<file path="src/rtl/updown_bcd_timer_if.sv">
// Control and status bundle of the up/down BCD timer. The lap_hold input
// exists only when UPDOWN_TIMER_LAP_EN is defined.
interface updown_bcd_timer_if;
  logic             timer_clear;
  logic             timer_pause;
  logic             timer_start;
  logic             count_down;
  logic             load_valid;
  logic [23:0]      load_bcd;
  logic             load_err;
  logic             running;
  logic             expired;
  logic             wrap_pulse;
  logic [5:0][6:0]  digital_clock_out;
`ifdef UPDOWN_TIMER_LAP_EN
  logic             lap_hold;
`endif

  modport master (
    output timer_clear, timer_pause, timer_start, count_down, load_valid, load_bcd,
`ifdef UPDOWN_TIMER_LAP_EN
    output lap_hold,
`endif
    input  load_err, running, expired, wrap_pulse, digital_clock_out
  );

  modport slave (
    input  timer_clear, timer_pause, timer_start, count_down, load_valid, load_bcd,
`ifdef UPDOWN_TIMER_LAP_EN
    input  lap_hold,
`endif
    output load_err, running, expired, wrap_pulse, digital_clock_out
  );
endinterface

</file>
<file path="src/rtl/updown_bcd_timer.sv">
// HH:MM:SS up/down BCD timer with preload, expiry and active-low 7-segment drive.
// Optional display freeze (lap_hold) is built when UPDOWN_TIMER_LAP_EN is defined.
module updown_bcd_timer #(
  parameter int CLK_DIV = 10,
  parameter int HR_MAX  = 99
) (
  input  logic              sys_clk,
  input  logic              rst_b,
  updown_bcd_timer_if.slave bus
);

  localparam int             PW       = $clog2(CLK_DIV);
  localparam logic [PW-1:0]  DIV_LAST = PW'(CLK_DIV - 1);
  localparam logic [7:0]     HR_MAX_B = 8'(HR_MAX);
  localparam logic [3:0]     HR_T     = 4'(HR_MAX / 10);
  localparam logic [3:0]     HR_U     = 4'(HR_MAX % 10);

  typedef enum logic [1:0] {
    ST_IDLE    = 2'd0,
    ST_RUN     = 2'd1,
    ST_EXPIRED = 2'd2
  } state_t;

  state_t           state_r, state_nxt_s;
  logic [5:0][3:0]  cnt_r, cnt_nxt_s, inc_s, dec_s, ld_s;
  logic [PW-1:0]    presc_r, presc_nxt_s;
  logic             mode_down_r, mode_nxt_s;
  logic             load_err_r, load_err_nxt_s;
  logic             wrap_r, wrap_nxt_s;
  logic             inc_wrap_s, dec_zero_s, cnt_zero_s, load_ok_s;
  logic [5:0][6:0]  disp_r, disp_nxt_s;

  function automatic logic [6:0] seg7(input logic [3:0] d);
    case (d)
      4'd0:    seg7 = 7'b0000001;
      4'd1:    seg7 = 7'b1001111;
      4'd2:    seg7 = 7'b0010010;
      4'd3:    seg7 = 7'b0000110;
      4'd4:    seg7 = 7'b1001100;
      4'd5:    seg7 = 7'b0100100;
      4'd6:    seg7 = 7'b0100000;
      4'd7:    seg7 = 7'b0001111;
      4'd8:    seg7 = 7'b0000000;
      4'd9:    seg7 = 7'b0000100;
      default: seg7 = 7'b1111111;
    endcase
  endfunction

  assign ld_s       = bus.load_bcd;
  assign cnt_zero_s = (cnt_r == 24'd0);
  assign load_ok_s  = (ld_s[0] <= 4'd9) && (ld_s[1] <= 4'd5) && (ld_s[2] <= 4'd9) &&
                      (ld_s[3] <= 4'd5) && (ld_s[4] <= 4'd9) && (ld_s[5] <= 4'd9) &&
                      ((({4'd0, ld_s[5]} * 8'd10) + {4'd0, ld_s[4]}) <= HR_MAX_B);

  // BCD increment with carry; even digits roll at 9, odd (tens) at 5, hours at HR_MAX
  always_comb begin
    logic carry_v;
    inc_s      = cnt_r;
    inc_wrap_s = 1'b0;
    carry_v    = 1'b1;
    for (int i = 0; i < 4; i++) begin
      if (carry_v) begin
        if (cnt_r[i] == (((i % 2) == 0) ? 4'd9 : 4'd5)) begin
          inc_s[i] = 4'd0;
        end else begin
          inc_s[i] = cnt_r[i] + 4'd1;
          carry_v  = 1'b0;
        end
      end else begin
        inc_s[i] = cnt_r[i];
      end
    end
    if (carry_v) begin
      if ((cnt_r[5] == HR_T) && (cnt_r[4] == HR_U)) begin
        inc_s[5]   = 4'd0;
        inc_s[4]   = 4'd0;
        inc_wrap_s = 1'b1;
      end else if (cnt_r[4] == 4'd9) begin
        inc_s[4] = 4'd0;
        inc_s[5] = cnt_r[5] + 4'd1;
      end else begin
        inc_s[4] = cnt_r[4] + 4'd1;
      end
    end else begin
      inc_wrap_s = 1'b0;
    end
  end

  // BCD decrement with borrow; never applied to an all-zero count
  always_comb begin
    logic borrow_v;
    dec_s    = cnt_r;
    borrow_v = 1'b1;
    for (int i = 0; i < 4; i++) begin
      if (borrow_v) begin
        if (cnt_r[i] == 4'd0) begin
          dec_s[i] = ((i % 2) == 0) ? 4'd9 : 4'd5;
        end else begin
          dec_s[i] = cnt_r[i] - 4'd1;
          borrow_v = 1'b0;
        end
      end else begin
        dec_s[i] = cnt_r[i];
      end
    end
    if (borrow_v) begin
      if (cnt_r[4] == 4'd0) begin
        dec_s[4] = 4'd9;
        dec_s[5] = cnt_r[5] - 4'd1;
      end else begin
        dec_s[4] = cnt_r[4] - 4'd1;
      end
    end else begin
      dec_s[5:4] = cnt_r[5:4];
    end
  end

  assign dec_zero_s = (dec_s == 24'd0);

  // Next-state logic: clear > load > start > tick
  always_comb begin
    state_nxt_s    = state_r;
    cnt_nxt_s      = cnt_r;
    presc_nxt_s    = presc_r;
    mode_nxt_s     = mode_down_r;
    load_err_nxt_s = 1'b0;
    wrap_nxt_s     = 1'b0;
    if (bus.timer_clear) begin
      state_nxt_s = ST_IDLE;
      cnt_nxt_s   = 24'd0;
      presc_nxt_s = PW'(0);
    end else if (bus.load_valid && (state_r != ST_RUN)) begin
      if (load_ok_s) begin
        state_nxt_s = ST_IDLE;
        cnt_nxt_s   = ld_s;
        presc_nxt_s = PW'(0);
      end else begin
        load_err_nxt_s = 1'b1;
      end
    end else begin
      case (state_r)
        ST_IDLE: begin
          if (bus.timer_start && !(bus.count_down && cnt_zero_s)) begin
            state_nxt_s = ST_RUN;
            mode_nxt_s  = bus.count_down;
          end else begin
            state_nxt_s = ST_IDLE;
          end
        end
        ST_RUN: begin
          // a load while running is refused but the count keeps going
          load_err_nxt_s = bus.load_valid;
          if (bus.timer_pause) begin
            presc_nxt_s = presc_r;
          end else if (presc_r == DIV_LAST) begin
            presc_nxt_s = PW'(0);
            if (mode_down_r) begin
              cnt_nxt_s = dec_s;
              if (dec_zero_s) begin
                state_nxt_s = ST_EXPIRED;
              end else begin
                state_nxt_s = ST_RUN;
              end
            end else begin
              cnt_nxt_s  = inc_s;
              wrap_nxt_s = inc_wrap_s;
            end
          end else begin
            presc_nxt_s = presc_r + PW'(1);
          end
        end
        ST_EXPIRED: begin
          if (bus.timer_start && !cnt_zero_s) begin
            state_nxt_s = ST_RUN;
            mode_nxt_s  = bus.count_down;
          end else begin
            state_nxt_s = ST_EXPIRED;
          end
        end
        default: state_nxt_s = ST_IDLE;
      endcase
    end
  end

  // Display image of the current count, optionally frozen by lap_hold
  always_comb begin
    for (int i = 0; i < 6; i++) begin
      disp_nxt_s[i] = seg7(cnt_r[i]);
    end
`ifdef UPDOWN_TIMER_LAP_EN
    if (bus.lap_hold && !bus.timer_clear) begin
      disp_nxt_s = disp_r;
    end else begin
      disp_nxt_s = disp_nxt_s;
    end
`endif
  end

  // State, count and output registers with synchronous active-low reset
  always_ff @(posedge sys_clk) begin
    if (!rst_b) begin
      state_r     <= ST_IDLE;
      cnt_r       <= 24'd0;
      presc_r     <= PW'(0);
      mode_down_r <= 1'b0;
      load_err_r  <= 1'b0;
      wrap_r      <= 1'b0;
      disp_r      <= {6{7'b0000001}};
    end else begin
      state_r     <= state_nxt_s;
      cnt_r       <= cnt_nxt_s;
      presc_r     <= presc_nxt_s;
      mode_down_r <= mode_nxt_s;
      load_err_r  <= load_err_nxt_s;
      wrap_r      <= wrap_nxt_s;
      disp_r      <= disp_nxt_s;
    end
  end

  assign bus.load_err          = load_err_r;
  assign bus.wrap_pulse        = wrap_r;
  assign bus.expired           = (state_r == ST_EXPIRED);
  assign bus.running           = (state_r == ST_RUN) && !bus.timer_pause;
  assign bus.digital_clock_out = disp_r;

endmodule

</file>
<file path="src/flat_wrapper.sv">
// flat-port wrapper written by rule: the top's interface ports become plain ports
module updown_bcd_timer_flat 
#(
  parameter int CLK_DIV = 10,
  parameter int HR_MAX  = 99
)
  (sys_clk, rst_b, bus_timer_clear, bus_timer_pause, bus_timer_start, bus_count_down, bus_load_valid, bus_load_bcd, bus_load_err, bus_running, bus_expired, bus_wrap_pulse, bus_digital_clock_out);
  updown_bcd_timer_if bus_i ();
  input  logic sys_clk;
  input  logic rst_b;
  input wire logic [$bits(bus_i.timer_clear)-1:0] bus_timer_clear;
  input wire logic [$bits(bus_i.timer_pause)-1:0] bus_timer_pause;
  input wire logic [$bits(bus_i.timer_start)-1:0] bus_timer_start;
  input wire logic [$bits(bus_i.count_down)-1:0] bus_count_down;
  input wire logic [$bits(bus_i.load_valid)-1:0] bus_load_valid;
  input wire logic [$bits(bus_i.load_bcd)-1:0] bus_load_bcd;
  output wire logic [$bits(bus_i.load_err)-1:0] bus_load_err;
  output wire logic [$bits(bus_i.running)-1:0] bus_running;
  output wire logic [$bits(bus_i.expired)-1:0] bus_expired;
  output wire logic [$bits(bus_i.wrap_pulse)-1:0] bus_wrap_pulse;
  output wire logic [$bits(bus_i.digital_clock_out)-1:0] bus_digital_clock_out;
  assign bus_i.timer_clear = bus_timer_clear;
  assign bus_i.timer_pause = bus_timer_pause;
  assign bus_i.timer_start = bus_timer_start;
  assign bus_i.count_down = bus_count_down;
  assign bus_i.load_valid = bus_load_valid;
  assign bus_i.load_bcd = bus_load_bcd;
  assign bus_load_err = bus_i.load_err;
  assign bus_running = bus_i.running;
  assign bus_expired = bus_i.expired;
  assign bus_wrap_pulse = bus_i.wrap_pulse;
  assign bus_digital_clock_out = bus_i.digital_clock_out;
  updown_bcd_timer #(.CLK_DIV(CLK_DIV), .HR_MAX(HR_MAX)) u_core (.sys_clk(sys_clk), .rst_b(rst_b), .bus(bus_i));
endmodule
</file>
<file path="config.mk">
export PLATFORM = sky130hd
export DESIGN_NAME = updown_bcd_timer_flat
export DESIGN_NICKNAME = d
export VERILOG_FILES = /design/src/rtl/updown_bcd_timer_if.sv /design/src/rtl/updown_bcd_timer.sv /design/src/flat_wrapper.sv
export SDC_FILE = /design/constraint.sdc
export NUM_CORES = 1
export LEC_CHECK = 0
export ABC_AREA = 1
export BUFFER_PORTS_ARGS = -buffer_cell sky130_fd_sc_hd__buf_2
export CAP_MARGIN = 20
export CORE_UTILIZATION = 48
export DETAILED_ROUTE_END_ITERATION = 7
export GPL_ROUTABILITY_DRIVEN = 0
export GPL_TIMING_DRIVEN = 0
export PLACE_DENSITY = 0.72
export SETUP_SLACK_MARGIN = 0.4
export SKIP_LAST_GASP = 1
export SLEW_MARGIN = 10
export SYNTH_ARGS = -nofsm -noshare
export SYNTH_HDL_FRONTEND = slang
export SYNTH_SLANG_ARGS = --single-unit
</file>
<file path="constraint.sdc">
create_clock -name sys_clk -period 2.6 [get_ports sys_clk]
set_input_delay 0.26 -clock sys_clk [delete_from_list [all_inputs] [get_ports sys_clk]]
set_output_delay 0.26 -clock sys_clk [all_outputs]
set_load 0.05 [all_outputs]
</file>
Word-level counts from Yosys, hierarchy flattened
Memories as Yosys holds them, arrays and structs flattened. A register that Yosys moved wholly into a read port is not among the register bits.
Cells that the tools add are included.
Widths: inputs -> output; s select.
- add/sub/neg operators: 14
- $mul: 1
- div/mod/pow operators: 0
- order comparisons: 7
- equal/unequal tests: 17
- shifts and indexed selects: 0
- mux-type cells: 62
- bitwise logic cells: 6
- reduce and logical (&&, ||, !) cells: 48
- operator list (operator ; count):
    $mux 24 ; 6
    $mux 4 ; 23
    $logic_not 24->1 ; 2
    $add 4x1->4 const B ; 7
    $reduce_and 5->1 ; 5
    $mux 8 ; 3
    $sub 4x1->4 const B ; 6
    $mux 1 ; 21
    $eq 4x4->1 const B ; 5
    $logic_not 4->1 ; 5
    $le 4x4->1 const B ; 4
    $mux 2 ; 7
    $logic_and 1x1->1 ; 12
    $reduce_bool 3->1 ; 4
    $ne 2x1->1 const B ; 5
    $logic_not 1->1 ; 9
    $add 8x4->8 ; 1
    $eq 4x3->1 const B ; 2
    $le 4x3->1 const B ; 2
    $le 8x7->1 const B ; 1
    $reduce_and 4->1 ; 2
    $reduce_or 8->1 ; 1
    $mul 4x3->7 const B ; 1
    $ne 3x1->1 const B ; 2
    other kinds (12) ; 19
- register bits: 33
- latch bits: 0
- RAM bits: 0
- ROM bits: 672
- output and inout port bits: 46
- logic and storage cells: 172
- memories: 6
- memories (name ; words ; width ; rd ports ; clocked after memory_dff ; wr ports ; line ; source):
    (no name shown) ; 16 ; 7 ; 1 ; 1 ; 0 ; updown_bcd_timer.sv:34 ; case (d)
    (no name shown) ; 16 ; 7 ; 1 ; 1 ; 0 ; updown_bcd_timer.sv:34 ;
    (no name shown) ; 16 ; 7 ; 1 ; 1 ; 0 ; updown_bcd_timer.sv:34 ;
    (no name shown) ; 16 ; 7 ; 1 ; 1 ; 0 ; updown_bcd_timer.sv:34 ;
    (no name shown) ; 16 ; 7 ; 1 ; 1 ; 0 ; updown_bcd_timer.sv:34 ;
    (no name shown) ; 16 ; 7 ; 1 ; 1 ; 0 ; updown_bcd_timer.sv:34 ;

Longest topological paths before layout
- depth in word-level cells: 13
- depth in mapped cells: 16
- depth with buffers taken out: 16

Least setup slack after synthesis
Ideal clock, no wire load.
- kind: input to register
- start point: input port bus_load_bcd[21]
- end point: register u_core.cnt_r[8] (netlist bit)
- data arrival time: 2.234 ns
- required time: 2.483 ns
- setup slack: 0.249 ns
- stages on the path: 13
- buffers on the path: 1
- cell sequence: ha_1 > ha_1 > fa_1 > nand3_1 > nand2_1 > nand4_1 > a21oi_1 > nand2_1 > nand2_2 > buf_6 > nand2_2 > nor3_1 > nor2_1
- cells in the longest elaborated chain, start to end: 6
- elaborated cells between the ends (all ways): 8
- RTL lines (what ; line ; source):
    start: declaration ; flat_wrapper.sv:16 ; input wire logic [$bits(bus_i.load_bcd)-1:0] bus_load_bcd;
    $mul 4x3->7 ; updown_bcd_timer.sv:53 ; ((({4'd0, ld_s[5]} * 8'd10) + {4'd0, ld_s[4]}) <= HR_MAX_B);
    $add 8x4->8 ; updown_bcd_timer.sv:53 ;
    $le 8x7->1 ; updown_bcd_timer.sv:53 ;
    $logic_and 1x1->1 * ; updown_bcd_timer.sv:52 ; (ld_s[3] <= 4'd5) && (ld_s[4] <= 4'd9) && (ld_s[5] <= 4'd9) &&
    $ne 2x1->1 (no source line) * ; - ;
    $reduce_and 5->1 (no source line) * ; - ;
    end signal: assignment ; updown_bcd_timer.sv:211 ; cnt_r <= cnt_nxt_s;
    end: declaration ; updown_bcd_timer.sv:25 ; logic [5:0][3:0] cnt_r, cnt_nxt_s, inc_s, dec_s, ld_s;
Mark *: on every way between the ends. The rest lies on a longest branch, timed or not.
A chain may end at the register's enable or synchronous reset.

Worst setup path after layout
- start point: register u_core.cnt_r[1] (netlist bit)
- end point: register u_core.state_r[0]
- cells in the longest elaborated chain, start to end: 13
- elaborated cells between the ends (all ways): 26
- RTL lines (what ; line ; source):
    $logic_not 4->1 ; updown_bcd_timer.sv:96 ; if (cnt_r[i] == 4'd0) begin
    $mux 1 ; updown_bcd_timer.sv:96 ;
    $mux 1 (3 in a row) ; updown_bcd_timer.sv:95 ; if (borrow_v) begin
    $mux 8 ; updown_bcd_timer.sv:106 ; if (borrow_v) begin
    $logic_not 24->1 ; updown_bcd_timer.sv:118 ; assign dec_zero_s = (dec_s == 24'd0);
    $mux 2 ; updown_bcd_timer.sv:159 ; if (dec_zero_s) begin
    $mux 2 ; updown_bcd_timer.sv:157 ; if (mode_down_r) begin
    $mux 2 ; updown_bcd_timer.sv:155 ; end else if (presc_r == DIV_LAST) begin
    $mux 2 ; updown_bcd_timer.sv:153 ; if (bus.timer_pause) begin
    $pmux 2 s3 * ; updown_bcd_timer.sv:141 ; case (state_r)
    $mux 2 * ; updown_bcd_timer.sv:132 ; end else if (bus.load_valid && (state_r != ST_RUN)) begin
    end signal: assignment ; updown_bcd_timer.sv:210 ; state_r <= state_nxt_s;
    end: declaration ; updown_bcd_timer.sv:24 ; state_t state_r, state_nxt_s;
Mark *: on every way between the ends. The rest lies on a longest branch, timed or not. The select of a mux whose other input is x is not followed.

==> metrics.json <==
{
  "run_status": {
    "outcome": "completed"
  },
  "cts": {
    "clock_tree.buffer_depth": 2,
    "clkLatencyLatePin_ns": 0.37,
    "clk_root_buffer_cell": "clkbuf_8",
    "cts_tree": "built",
    "cts_hold_buffers": 0,
    "tritoncts_num_sinks": 75,
    "cts_made_buffers": 9,
    "clk_pin_slew_worst_paths_ns": 0.08,
    "cts.htree.levels": 3
  },
  "global_route": {
    "wire_length_of_the_first_global_routing_pass_mm": 24.4,
    "grt_overflow": 0,
    "antenna_found_initial": 0,
    "grt_max_degree": 13,
    "grt_use_total": 0.275,
    "grt_pass1_vias": 5097
  },
  "timing": {
    "finalCritPeriodShare": 0.807,
    "worst_slew_pin_slew_ns": 0.883,
    "timing_hold_violations_final": 0,
    "grt_setup_unrepaired": "yes",
    "setup_viol": 0,
    "final.setup.tns_ns": 0,
    "post-route-min-period_ns": 2.10,
    "setup_ws_ns": 0.502,
    "clock.fmax_mhz": 477,
    "fin_worst_skew_ns": 0.00951,
    "finalMaxSlewViolations": 0,
    "worst_slew_margin_rel": 0.411
  },
  "synth": {
    "top_post_synthesis_cells_by_count": "nand2_1 (203), nor2_1 (91), inv_1 (82), dfxtp_1 (75), nand3_1 (59)",
    "syn-instance-count": 783,
    "synthesized_area_divided_by_synthesized_cell_count_um2": 6.69,
    "synth_flop_cell": "dfxtp_1",
    "register_area_share_after_synthesis": 0.287,
    "synth_enable_flop_cells": 0,
    "synth.ff_latch_count": 75,
    "synth_top_cells_by_area": "dfxtp_1 (29%), nand2_1 (15%), ha_1 (9.8%)",
    "synth.yosys.warnings": 0,
    "synth_fp_nets": 857,
    "asyncSetResetFlopFracSynth": 0,
    "synth_largest_area_cell": "dfxtp_1",
    "synth.distinct_cells": 49,
    "synth_largest_type_area_fraction": 0.287,
    "yosys.cell_count.top_type": "nand2_1",
    "syn-cell-area_um2": 5240
  },
  "cells_and_area": {
    "filler_instances": 1005,
    "n_antenna_cell": 0,
    "layout-area-overhead-vs-synth_pct": 21.4,
    "drive_above_1_share": 0.226,
    "area_taken_by_multi_input_logic_gates_um2": 3470,
    "design.final.nets": 951,
    "sequential_cell_area_um2": 1520
  },
  "hold_path": {
    "timing.hold.worst.start": "bus_count_down",
    "min_path_cells": 3,
    "hold_path_class": "primary input to flop",
    "hold_end": "u_core.mode_down_r"
  },
  "drt": {
    "final_antenna_net_count": 0,
    "drc": 0,
    "top_layer_used": "met4",
    "drt-wirelength-per-cell_um": 15.1,
    "met2_wirelength_mm": 7.14,
    "drt-total-wl_mm": 15.4,
    "routedLengthMet1_mm": 6.67,
    "vias_after_detailed_routing": 5696,
    "avgViaCountPerCell": 5.60,
    "detailedRoute.firstIterationViolations": 440,
    "detail_route.first_pass.iterations": 7,
    "met3WireLength_mm": 1.01
  },
  "floorplan": {
    "initial_utilization": 0.500,
    "dieArea_um2": 11300,
    "die_w_um": 106,
    "ios": 77,
    "vertical_die_dimension_um": 106,
    "fp.coreArea_um2": 10500,
    "core.rowCount": 37
  },
  "worst_setup_path": {
    "path_class": "flop to flop",
    "endpoint_kind": "flop",
    "cpMaxStageDelayCell": "dfxtp_2",
    "reg2reg_capture_point": "u_core.state_r[0]",
    "worstPathMaxFanout": 10,
    "worst-endpoint-required_ns": 2.85,
    "timing.reg2reg.worst_path_depth": 16,
    "critical_path.n_buffers_inverters": 2,
    "worstPathArrival_ns": 2.35,
    "reg2reg_slack_ns": 0.50,
    "cell_breakdown_of_the_critical_path": "inv_1 > ha_4 > nand2_4 > nor2_8 > buf_6 > nand2_1 > o21ai_2 > nand3_1 > nor2_1 > nand2_1 > nor2_2 > nand2_1 > nand2_1 > nand2_1 > nand2_1 > a21oi_1",
    "worst_path_most_repeated_cell": "nand2_1",
    "crit_family": "simple AND/OR/NAND/NOR gates",
    "crit_path_start_kind": "flop",
    "critical_path.reg2reg.startpoint": "u_core.cnt_r[1]",
    "timing.critical_path.slowest_cell_delay_ns": 0.35
  },
  "placed_design": {
    "port_buffers": 76,
    "dpl_ws_ns": -0.102,
    "dp_hpwl_mm": 11.5
  },
  "pwr": {
    "ir_drop_uv": 236,
    "power.density_cell_area_nw_per_um2": 486,
    "p_leak_nw": 3.06
  },
  "flow_run": {
    "max_cap_viol_count": 0
  }
}
## registers in the layout (all words and copies together), names as in the netlist
signal / flops
u_core.bus.digital_clock_out: 42
u_core.mode_down_r: 1
u_core.cnt_r: 24
u_core.state_r: 2
u_core.bus.wrap_pulse: 1
u_core.presc_r: 4
u_core.bus.load_err: 1
## stage by stage
| stage | area (um^2) | hold WS, ns | power [mW] | utilization | std cells |
|---|---|---|---|---|---|
| floorplan | 5270 | 0.401 | 1.70 | - | 783 |
| global route | 6350 | 0.220 | 3.22 | 0.607 | 1018 |
| CTS | 6130 | 0.200 | 3.05 | 0.586 | 1014 |
| finish | 6350 | 0.230 | 3.09 | 0.607 | 1018 |
| global placement | 5820 | 0.482 | 1.86 | 0.557 | 995 |
| detailed placement | 5820 | 0.492 | 1.88 | 0.557 | 995 |
## layout by cell type, fill, tap and decap left out, types with 4 or more instances in the layout
cell type  synthesis  routed
inv_1             82      73
a21oi_1           57      55
nor2_2             4       6
or2_2              5       5
o221ai_1           5       5
buf_2              4      79
nand4_1           12      12
nor3_1             9       7
nand2_4            2       4
nor2_1            91      89
xor2_1             5       5
clkbuf_1           8       6
ha_4               0       8
o21a_1             4       4
o211ai_1          12      12
dfxtp_2            0       9
buf_4              0       5
o21ai_0           31      28
buf_6              4       6
nand2_2            6       9
inv_2              9      14
dfxtp_1           75      63
o31ai_1            7       7
nand2_1          203     198
ha_1              41      31
nand3_1           59      58
nor2_4             8       8
clkbuf_8           0      12
a22oi_1            4       4
## report_power, final
part,leakage (nW),internal [mW],total (mW),switching (mW)
registers,0.613,1.17,1.19,0.0194
clock network,0.133,0.715,1.17,0.458
logic,2.31,0.243,0.728,0.485
total,3.06,2.13,3.09,0.962
## tightest hold or removal path: stages
cell and delay [ns]:
buf_2 0.09, o21ai_0 0.10, a21oi_1 0.11
## how the worst max path moves through the flow
| stage | startpoint | endpoint | depth (start not counted) |
|---|---|---|---|
| 2_1_floorplan | bus_load_bcd[21] | u_core.cnt_r[11] | 12 |
| 3_3_place_gp | bus_load_bcd[21] | u_core.cnt_r[8] | 14 |
| 3_5_place_dp | bus_load_bcd[21] | u_core.cnt_r[11] | 13 |
| 4_1_cts | bus_load_bcd[21] | u_core.cnt_r[20] | 15 |
| 5_1_grt | u_core.cnt_r[1] | u_core.mode_down_r | 12 |
| 6_report | u_core.cnt_r[1] | u_core.state_r[0] | 16 |
## per-layer routing
metal	up-vias	track usage
li1	2780	-
met5	-	0
met1	2622	0.352
met3	45	0.0331
met4	0	0.154
met2	249	0.449
## kinds of logic after synthesis
kind of cell,Yosys count,synth area share
AND/OR/NAND/NOR,409,0.351
flip-flops,75,0.287
adder cells (fa/ha/maj),43,0.106
buffers and inverters,111,0.0863
AO/OA/AOI/OAI,138,0.159
XOR/XNOR,7,0.0117
## timing repair
action	in CTS	in global routing
pin swaps	1	12
setup buffers	3	4
endpoints found under the setup margin	10	32
gates resized for setup	17	54
## final cells by class
class	instances	area share
inverters	93	0.0567
well taps	136	0.0268
clock buffers	12	0.0260
multi-input cells	597	0.547
flip-flops and latches	75	0.240
plain buffers	18	0.0173
repair buffers	83	0.0719
clock inverters	4	0.0150
Power figures use the tool's default switching activity.
